<file path="src/rtl/player_ctrl.sv">
// Player heart controller: keyboard movement with saturation, per-frame bullet
// collision, hit points, invulnerability window and death/restart sequencing.
//
// state  | meaning
// -------+--------------------------------------------------------------
// WAIT   | idle, collecting key presses until the next frame_tick
// UPDATE | apply pending moves, age the invulnerability counter
// CHECK  | compare updated position against the bullet, apply damage
// DEAD   | hp exhausted; everything frozen until an 'r' key press
module player_ctrl #(
   parameter int AREA_MAX   = 183,
   parameter int STEP       = 2,
   parameter int START_X    = 92,
   parameter int START_Y    = 92,
   parameter int HP_INIT    = 20,
   parameter int DMG        = 4,
   parameter int HIT_R      = 8,
   parameter int INV_FRAMES = 60
) (
   input  logic        clk,
   input  logic        reset,
   input  logic        frame_tick,
   input  logic        key_valid,
   input  logic [7:0]  key_code,
   input  logic [15:0] bullet_pos,
   input  logic        bullet_active,
   output logic [15:0] player_pos,
   output logic [7:0]  hp,
   output logic        hit,
   output logic        invuln,
   output logic        dead
);

   typedef enum logic [1:0] {S_WAIT, S_UPDATE, S_CHECK, S_DEAD} state_t;

   localparam logic signed [9:0] STEP_S  = 10'(STEP);
   localparam logic signed [9:0] AREA_S  = 10'(AREA_MAX);
   localparam logic [7:0]        AREA8   = 8'(AREA_MAX);
   localparam logic [7:0]        START_X8 = 8'(START_X);
   localparam logic [7:0]        START_Y8 = 8'(START_Y);
   localparam logic [7:0]        HP_INIT8 = 8'(HP_INIT);
   localparam logic [7:0]        DMG8    = 8'(DMG);
   localparam logic [7:0]        HIT_R8  = 8'(HIT_R);
   localparam logic [15:0]       INV_LD  = 16'(INV_FRAMES);

   state_t      state, state_nxt;
   logic [7:0]  pos_x, pos_y, hp_q;
   logic [3:0]  pend;      // {right, down, left, up}
   logic [3:0]  key_dir;
   logic [15:0] inv_cnt;
   logic        hit_q;
   logic        restart, near, take_hit;
   logic [7:0]  x_new, y_new, adx, ady, hp_after;
   logic signed [9:0] x_calc, y_calc;

   always_comb begin
      key_dir = 4'b0000;
      if (key_valid) begin
         case (key_code)
            8'h77:   key_dir = 4'b0001;
            8'h61:   key_dir = 4'b0010;
            8'h73:   key_dir = 4'b0100;
            8'h64:   key_dir = 4'b1000;
            default: key_dir = 4'b0000;
         endcase
      end
   end

   assign restart = key_valid && (key_code == 8'h72);

   // Signed 10-bit arithmetic so underflow shows up as negative, not a wrap.
   always_comb begin
      x_calc = $signed({2'b00, pos_x});
      y_calc = $signed({2'b00, pos_y});
      if (pend[3] && !pend[1])      x_calc = x_calc + STEP_S;
      else if (pend[1] && !pend[3]) x_calc = x_calc - STEP_S;
      if (pend[2] && !pend[0])      y_calc = y_calc + STEP_S;
      else if (pend[0] && !pend[2]) y_calc = y_calc - STEP_S;
      if (x_calc < 0)           x_new = 8'd0;
      else if (x_calc > AREA_S) x_new = AREA8;
      else                      x_new = x_calc[7:0];
      if (y_calc < 0)           y_new = 8'd0;
      else if (y_calc > AREA_S) y_new = AREA8;
      else                      y_new = y_calc[7:0];
   end

   always_comb begin
      adx = (bullet_pos[7:0]  >= pos_x) ? bullet_pos[7:0]  - pos_x : pos_x - bullet_pos[7:0];
      ady = (bullet_pos[15:8] >= pos_y) ? bullet_pos[15:8] - pos_y : pos_y - bullet_pos[15:8];
      near     = (adx <= HIT_R8) && (ady <= HIT_R8);
      take_hit = (state == S_CHECK) && bullet_active && near && (inv_cnt == 16'd0);
      hp_after = (hp_q > DMG8) ? hp_q - DMG8 : 8'd0;
   end

   always_comb begin
      state_nxt = state;
      case (state)
         S_WAIT:   if (frame_tick) state_nxt = S_UPDATE;
         S_UPDATE: state_nxt = S_CHECK;
         S_CHECK:  state_nxt = (take_hit && hp_after == 8'd0) ? S_DEAD : S_WAIT;
         S_DEAD:   if (restart) state_nxt = S_WAIT;
         default:  state_nxt = S_WAIT;
      endcase
   end

   always_ff @(posedge clk) begin
      if (reset) begin
         state   <= S_WAIT;
         pos_x   <= START_X8;
         pos_y   <= START_Y8;
         hp_q    <= HP_INIT8;
         hit_q   <= 1'b0;
         inv_cnt <= 16'd0;
         pend    <= 4'b0000;
      end else begin
         state <= state_nxt;
         hit_q <= 1'b0;
         case (state)
            S_WAIT: pend <= pend | key_dir;
            S_UPDATE: begin
               pos_x <= x_new;
               pos_y <= y_new;
               // a press landing on the clearing edge is kept for next frame
               pend  <= key_dir;
               if (inv_cnt != 16'd0) inv_cnt <= inv_cnt - 16'd1;
            end
            S_CHECK: begin
               pend <= pend | key_dir;
               if (take_hit) begin
                  hp_q    <= hp_after;
                  hit_q   <= 1'b1;
                  inv_cnt <= INV_LD;
               end
            end
            default: begin
               pend <= 4'b0000;
               if (restart) begin
                  pos_x   <= START_X8;
                  pos_y   <= START_Y8;
                  hp_q    <= HP_INIT8;
                  inv_cnt <= 16'd0;
               end
            end
         endcase
      end
   end

   assign player_pos = {pos_y, pos_x};
   assign hp         = hp_q;
   assign hit        = hit_q;
   assign invuln     = (inv_cnt != 16'd0);
   assign dead       = (state == S_DEAD);

endmodule
</file>
<file path="config.mk">
export PLATFORM = sky130hd
export DESIGN_NAME = player_ctrl
export DESIGN_NICKNAME = d
export VERILOG_FILES = /design/src/rtl/player_ctrl.sv
export SDC_FILE = /design/constraint.sdc
export NUM_CORES = 1
export LEC_CHECK = 0
export ABC_AREA = 1
export BUFFER_PORTS_ARGS = -buffer_cell sky130_fd_sc_hd__buf_2
export CAP_MARGIN = 10
export CORE_AREA = 4 4 99 101
export CTS_BUF_LIST = sky130_fd_sc_hd__clkbuf_4
export CTS_CLUSTER_DIAMETER = 150
export DETAILED_ROUTE_END_ITERATION = 6
export DIE_AREA = 0 0 103 105
export GPL_ROUTABILITY_DRIVEN = 1
export GPL_TIMING_DRIVEN = 0
export PLACE_DENSITY = 0.78
export SLEW_MARGIN = 15
export SYNTH_ARGS = -nofsm -noshare
export SYNTH_HDL_FRONTEND = slang
export SYNTH_SLANG_ARGS = --single-unit
</file>
<file path="constraint.sdc">
create_clock -name clk -period 2.3 [get_ports clk]
set_clock_uncertainty 0.05 [all_clocks]
set_input_delay 0.115 -clock clk [delete_from_list [all_inputs] [get_ports clk]]
set_output_delay 0.115 -clock clk [all_outputs]
set_load 0.05 [all_outputs]
</file>
# Word-level counts from Yosys, hierarchy flattened
# Index checks and enable logic that the tools add are counted.
# word_totals
out_inout_bits,27
reg_bits,47
elab_cells,100
input_bits,29
# op_classes
n_lt_le_gt_ge,9
reduce_logical,28
n_mux,29
n_eq_ne,12
add_sub_neg,10
bitwise,5
# ops
operator,count
$mux W8,10
$mux W16,3
$pmux W16 S3,1
$pmux W8 S2,3
$eq A8 B7 Y1 const B,5
$mux W10,4
$sub A8 B8 Y8,4
$gt A10 B9 Y1 const B,2
$lt A10 B1 Y1 const B,2
$add A8 B2 Y9 const B,2
$sub A8 B2 Y9 const B,2
$ge A8 B8 Y1,2
$le A8 B4 Y1 const B,2
$logic_not A16 Y1,1
$pmux W4 S4,1
$reduce_bool A16 Y1,1
$sub A16 B1 Y16 const B,1
$logic_and A1 B1 Y1,10
$gt A8 B3 Y1 const B,1
$logic_not A8 Y1,1
$pmux W2 S4,1
$pmux W4 S2,1
$sub A8 B3 Y8 const B,1
$mux W2,3
other kinds (16),29

# Longest topological paths before layout
# logic_depth
depth_word,9
mapped_depth,21

# Worst setup path after synthesis
# Ideal clock, no wire load.
# synth_path
path_type,register to register
startpoint,register pos_y[3]
endpoint,register inv_cnt[12]
slack_ps,-394
setup_ps,115
path_stages_with_launch,18
required_ps,2135
path_buffers,1
t_arrival_ps,2529
path_cell_list,dfxtp_1 -> clkinv_1 -> ha_1 -> inv_1 -> nand2_1 -> inv_1 -> nand2_1 -> o21ai_1 -> nand2_1 -> nand3b_1 -> o21ai_0 -> nand2_1 -> nand4_4 -> nand2_4 -> buf_6 -> nand3_1 -> nand2_1 -> nor2_1
# synth_via
elab_chain_len,8
elab_cells_between_ends,10
cone_classes,add/sub (2); order compare (2); eq/ne (1); mux (1); reduce/logical (4)
# synth_lines
item,line,text
"start, declared",47,"logic [7:0] pos_x, pos_y, hp_q;"
"start signal, assigned",122,pos_y <= y_new;
$sub A8 B8 Y8 / $ge A8 B8 Y1 (equally long branches),89,ady = (bullet_pos[15:8] >= pos_y) ? bullet_pos[15:8] - pos_y : pos_y - bullet_pos[15:8];
$mux W8 (*),89,
$le A8 B4 Y1 (*),90,near = (adx <= HIT_R8) && (ady <= HIT_R8);
$logic_and A1 B1 Y1 (*),90,
$logic_and A1 B1 Y1 (*) (2 in series),91,take_hit = (state == S_CHECK) && bullet_active && near && (inv_cnt == 16'd0);
$ne A2 B2 Y1 (no source line) (*),-,
$reduce_and A4 Y1 (no source line) (*),-,
"end signal, assigned",125,if (inv_cnt != 16'd0) inv_cnt <= inv_cnt - 16'd1;
"end, declared",50,logic [15:0] inv_cnt;
# Mark *: on every way between the ends. The rest lies on a longest branch, timed or not.
# A chain may end at the register's enable or synchronous reset.

# Worst setup path after layout
# layout_path
startpoint,register pos_x[1]
endpoint,register hp_q[7] (netlist: hp[7])
# layout_via
elab_chain_len,8
elab_cells_between_ends,10
cone_classes,add/sub (2); order compare (2); eq/ne (1); mux (1); reduce/logical (4)
# layout_lines
item,line,text
"start, declared",47,
"start signal, assigned",121,pos_x <= x_new;
$sub A8 B8 Y8 / $ge A8 B8 Y1 (equally long branches),88,adx = (bullet_pos[7:0] >= pos_x) ? bullet_pos[7:0] - pos_x : pos_x - bullet_pos[7:0];
$mux W8 (*),88,
$le A8 B4 Y1 (*),90,
$logic_and A1 B1 Y1 (*),90,
$logic_and A1 B1 Y1 (*) (2 in series),91,
$ne A2 B2 Y1 (no source line) (*),-,
$reduce_and A3 Y1 (no source line) (*),-,
"end signal, assigned",130,hp_q <= hp_after;
"end, declared",47,
# Marks and branches as above.

==> metrics.csv <==
stage;metric;value;unit
timing;max_slew headroom;57.6;%
timing;Fmax;410;MHz
pwr;Switching Power;0.00129;W
grt;Overflow after GRT;0;
run;Max Cap Viol;0;
worst_setup_path;Critical Path End Type;flop;
final_layout;share of cells above drive strength 1;25.3;%
timing;Tightest Pin Transition;634;ps
logic_synthesis;synth warn;0;
clock_network;CTS H-tree lvls;2;
worst_setup_path;CP max FO;6;
pwr;Cell Int Power;0.00154;W
grt;vias in the first global route;5019;
drt;DRT iter0 DRCs;214;
timing;Final WS setup;-139;ps
clock_network;Root Buffer Master;clkbuf_4;
drt;Via Count;5408;
worst_setup_path;Worst Path Required;2560;ps
pwr;clock share of power;14.4;%
logic_synthesis;flops & latches, synth;47;
timing;Final Hold Fails;0;
pwr;worst ir drop on vdd;0.627;mV
timing;clock period minus worst slack;2440;ps
final_layout;Layout Cells excl Fill;1027;
place;DP Area;5330;um^2
grt;first-pass GRT wire length;21900;um
logic_synthesis;average cell area after synthesis;5.90;um^2
final_layout;post-route cell area;6120;um^2
drt;antenna viol nets, final;0;
logic_synthesis;Synth Flop Type;dfxtp_1;
clock_network;clock latency on the worst-skew pair;370;ps
timing;final worst-path cycle share;106;%
pwr;Static Leak;2.97;nW
timing;endpoints failing setup;24;
floorplan;Core ar.;9020;um^2
place;hpwl dp;9490;um
logic_synthesis;ys async rst share;0;%
place;GPL Wtd Cong;0.938;
grt;largest net degree at the start of global routing;15;
status;status;finished, violations left;
place;placed cells;991;
drt;DRC;0;
logic_synthesis;Mapped Nets;896;
status;failing checks;negative setup slack;
final_layout;Multi-input gate area;3780;um^2
logic_synthesis;Post-Synthesis Cells;825;
final_layout;Core Util, Final;67.8;%
logic_synthesis;Syn Std Cell Area;4870;um^2
grt;GRT Overall Usage;24.2;%
pwr;Reg power frac;33.7;%
pwr;Logic pwr share;51.9;%
logic_synthesis;Seq/Total Area, Yosys;19.3;%
final_layout;FILL cells;795;
place;pre-CTS setup slack;-326;ps
clock_network;TritonCTS Buffers;5;
pwr;Sw Share;45.5;%
floorplan;Die Y;105;um
floorplan;row cnt;35;
worst_setup_path;crit path kind;reg -> reg;
timing;max-slew violations;0;
worst_setup_path;Worst EP arrival;2700;ps
final_layout;Inserted Diodes;0;
worst_setup_path;Reg-to-Reg Start;pos_x[1];
worst_setup_path;critical path startpoint category;flop;
clock_network;TritonCTS clock tree;yes;
drt;drt total wl;13300;um
worst_setup_path;CP startpoint;pos_x[1];
pwr;Pwr per Cell Area;463;nW/um^2
drt;first drt pass iteration count;5;
drt;WL per Instance;13.0;um
final_layout;Reg area;997;um^2
drt;vias per cell;5.27;
final_layout;Area growth syn-to-layout;25.7;%
min_path;Worst Min Path Start;key_code[0];
clock_network;CTS Buffer Depth;2;
grt;antenna violations before repair;0;
logic_synthesis;Post-synth EDFFs;0;
floorplan;Die Area;10800;um^2
clock_network;clock sinks;47;
floorplan;io pins;56;
timing;unrepaired setup endpoints after global routing;true;
place;port bufs;55;
logic_synthesis;Unique masters post-synth;40;
min_path;Min-Delay Path Class;in -> reg;
floorplan;DIE WIDTH;103;um
clock_network;CTS clk-pin slew, worst paths;150;ps
floorplan;Starting Density;53.9;%
final_layout;Final #Nets;986;
cells by family after synthesis:
group	Yosys count	share of synthesized area [%]
simple gates	452	41.1
buf+inv	153	12.3
compound gates	106	12.0
flops	47	19.3
fa+ha+maj	42	10.8
xor+xnor	24	4.32
mux	1	0.231
worst max-delay path: stages (launching register included):
cell	delay, ps
dfxtp_4	420
inv_2	70
ha_1	190
inv_1	70
nand2_2	80
nand2_1	110
nand3b_1	120
nand2_1	100
nand3_2	160
nand3_1	150
o21ai_2	70
nand2_2	130
nand4_4	140
buf_6	150
nand2_4	60
nand2_4	80
nand2_2	80
nand2_1	60
nor2_1	110
area by class of cell:
cell class / instances / share of cell area, %
buffer: 9 / 0.818
clock buffer: 6 / 0.736
clock inverter: 2 / 0.205
inverter: 140 / 8.71
multi-input combinational: 625 / 61.8
sequential: 47 / 16.3
tap: 111 / 2.27
timing repair buffer: 87 / 9.20
power groups by stage:
stage | Clock [W] | Combinational [W] | Sequential, W
CTS | 0.000414 | 0.00140 | 0.000952
floorplan | 0 | 0.00103 | 0.000970
global route | 0.000453 | 0.00165 | 0.000970
detailed placement | 0 | 0.00130 | 0.000977
finish | 0.000407 | 0.00147 | 0.000955
global placement | 0 | 0.00128 | 0.000978
worst paths after layout:
check | end | slack [ps] | depth (start not counted)
setup reg to reg | hp[7] | -140 | 18
hold / removal | pend[3] | 20 | 4
hold reg to reg | hp[1] | 420 | 2
setup / recovery | hp[7] | -140 | 18
through the flow:
| stage | TNS, ps | power, W | hold WS [ps] |
|---|---|---|---|
| after detailed placement | -6840 | 0.00227 | 348 |
| after global placement | -6190 | 0.00225 | 351 |
| final | -2260 | 0.00283 | 18.2 |
| after CTS | -2520 | 0.00277 | 13.4 |
| after global routing | -6420 | 0.00307 | 37.3 |
| after floorplan | -5090 | 0.00200 | 225 |
Yosys cell counts (all sizes together), types with 5 or more instances:
| library cell | number | area share (%) |
|---|---|---|
| buf | 9 | 1.2 |
| a21oi | 49 | 5.3 |
| nand4 | 22 | 3.1 |
| o21ai | 41 | 4.3 |
| inv | 135 | 10 |
| xor2 | 21 | 3.8 |
| dfxtp | 47 | 19 |
| nand2 | 245 | 19 |
| clkinv | 5 | 0.39 |
| nor3 | 16 | 1.7 |
| nand3 | 76 | 8.3 |
| ha | 42 | 11 |
| nand3b | 6 | 0.93 |
| or2 | 8 | 1.0 |
| nor2 | 77 | 6.2 |
state kept, by name (all words and copies together), names as in the netlist:
name     flops
hit          1
pos_y        8
state        2
inv_cnt     16
pos_x        8
hp           8
pend         4
timing repair:
item | CTS | global route
hold buffers | 5 | 0
pin swaps | 20 | 26
buffers inserted | 22 | 6
hold endpoints to repair | 4 | 0
endpoints found under the setup margin | 29 | 43
cloned | 1 | 0
gates resized for setup | 77 | 55
metal layers:
metal / vias up / routed length (um) / GRT usage [%]
met1: 2438 / 6000 / 32.0
li1: 2818 / - / -
met3: 18 / 481 / 3.20
met5: - / 0 / 0
met4: 0 / 159 / 5.92
met2: 134 / 6660 / 41.0
cell usage in the layout (no fill, tap or decap), types with 16 or more instances in the layout:
cell     instances
nand2_1        215
inv_1          125
nor2_1          62
nand3_1         62
buf_2           58
a21oi_1         37
dfxtp_1         28
o21ai_0         26
nand2_2         25
ha_1            25
nand4_1         21
xor2_1          21
buf_4           21
ha_4            16
(Power assumes the default switching activity.)
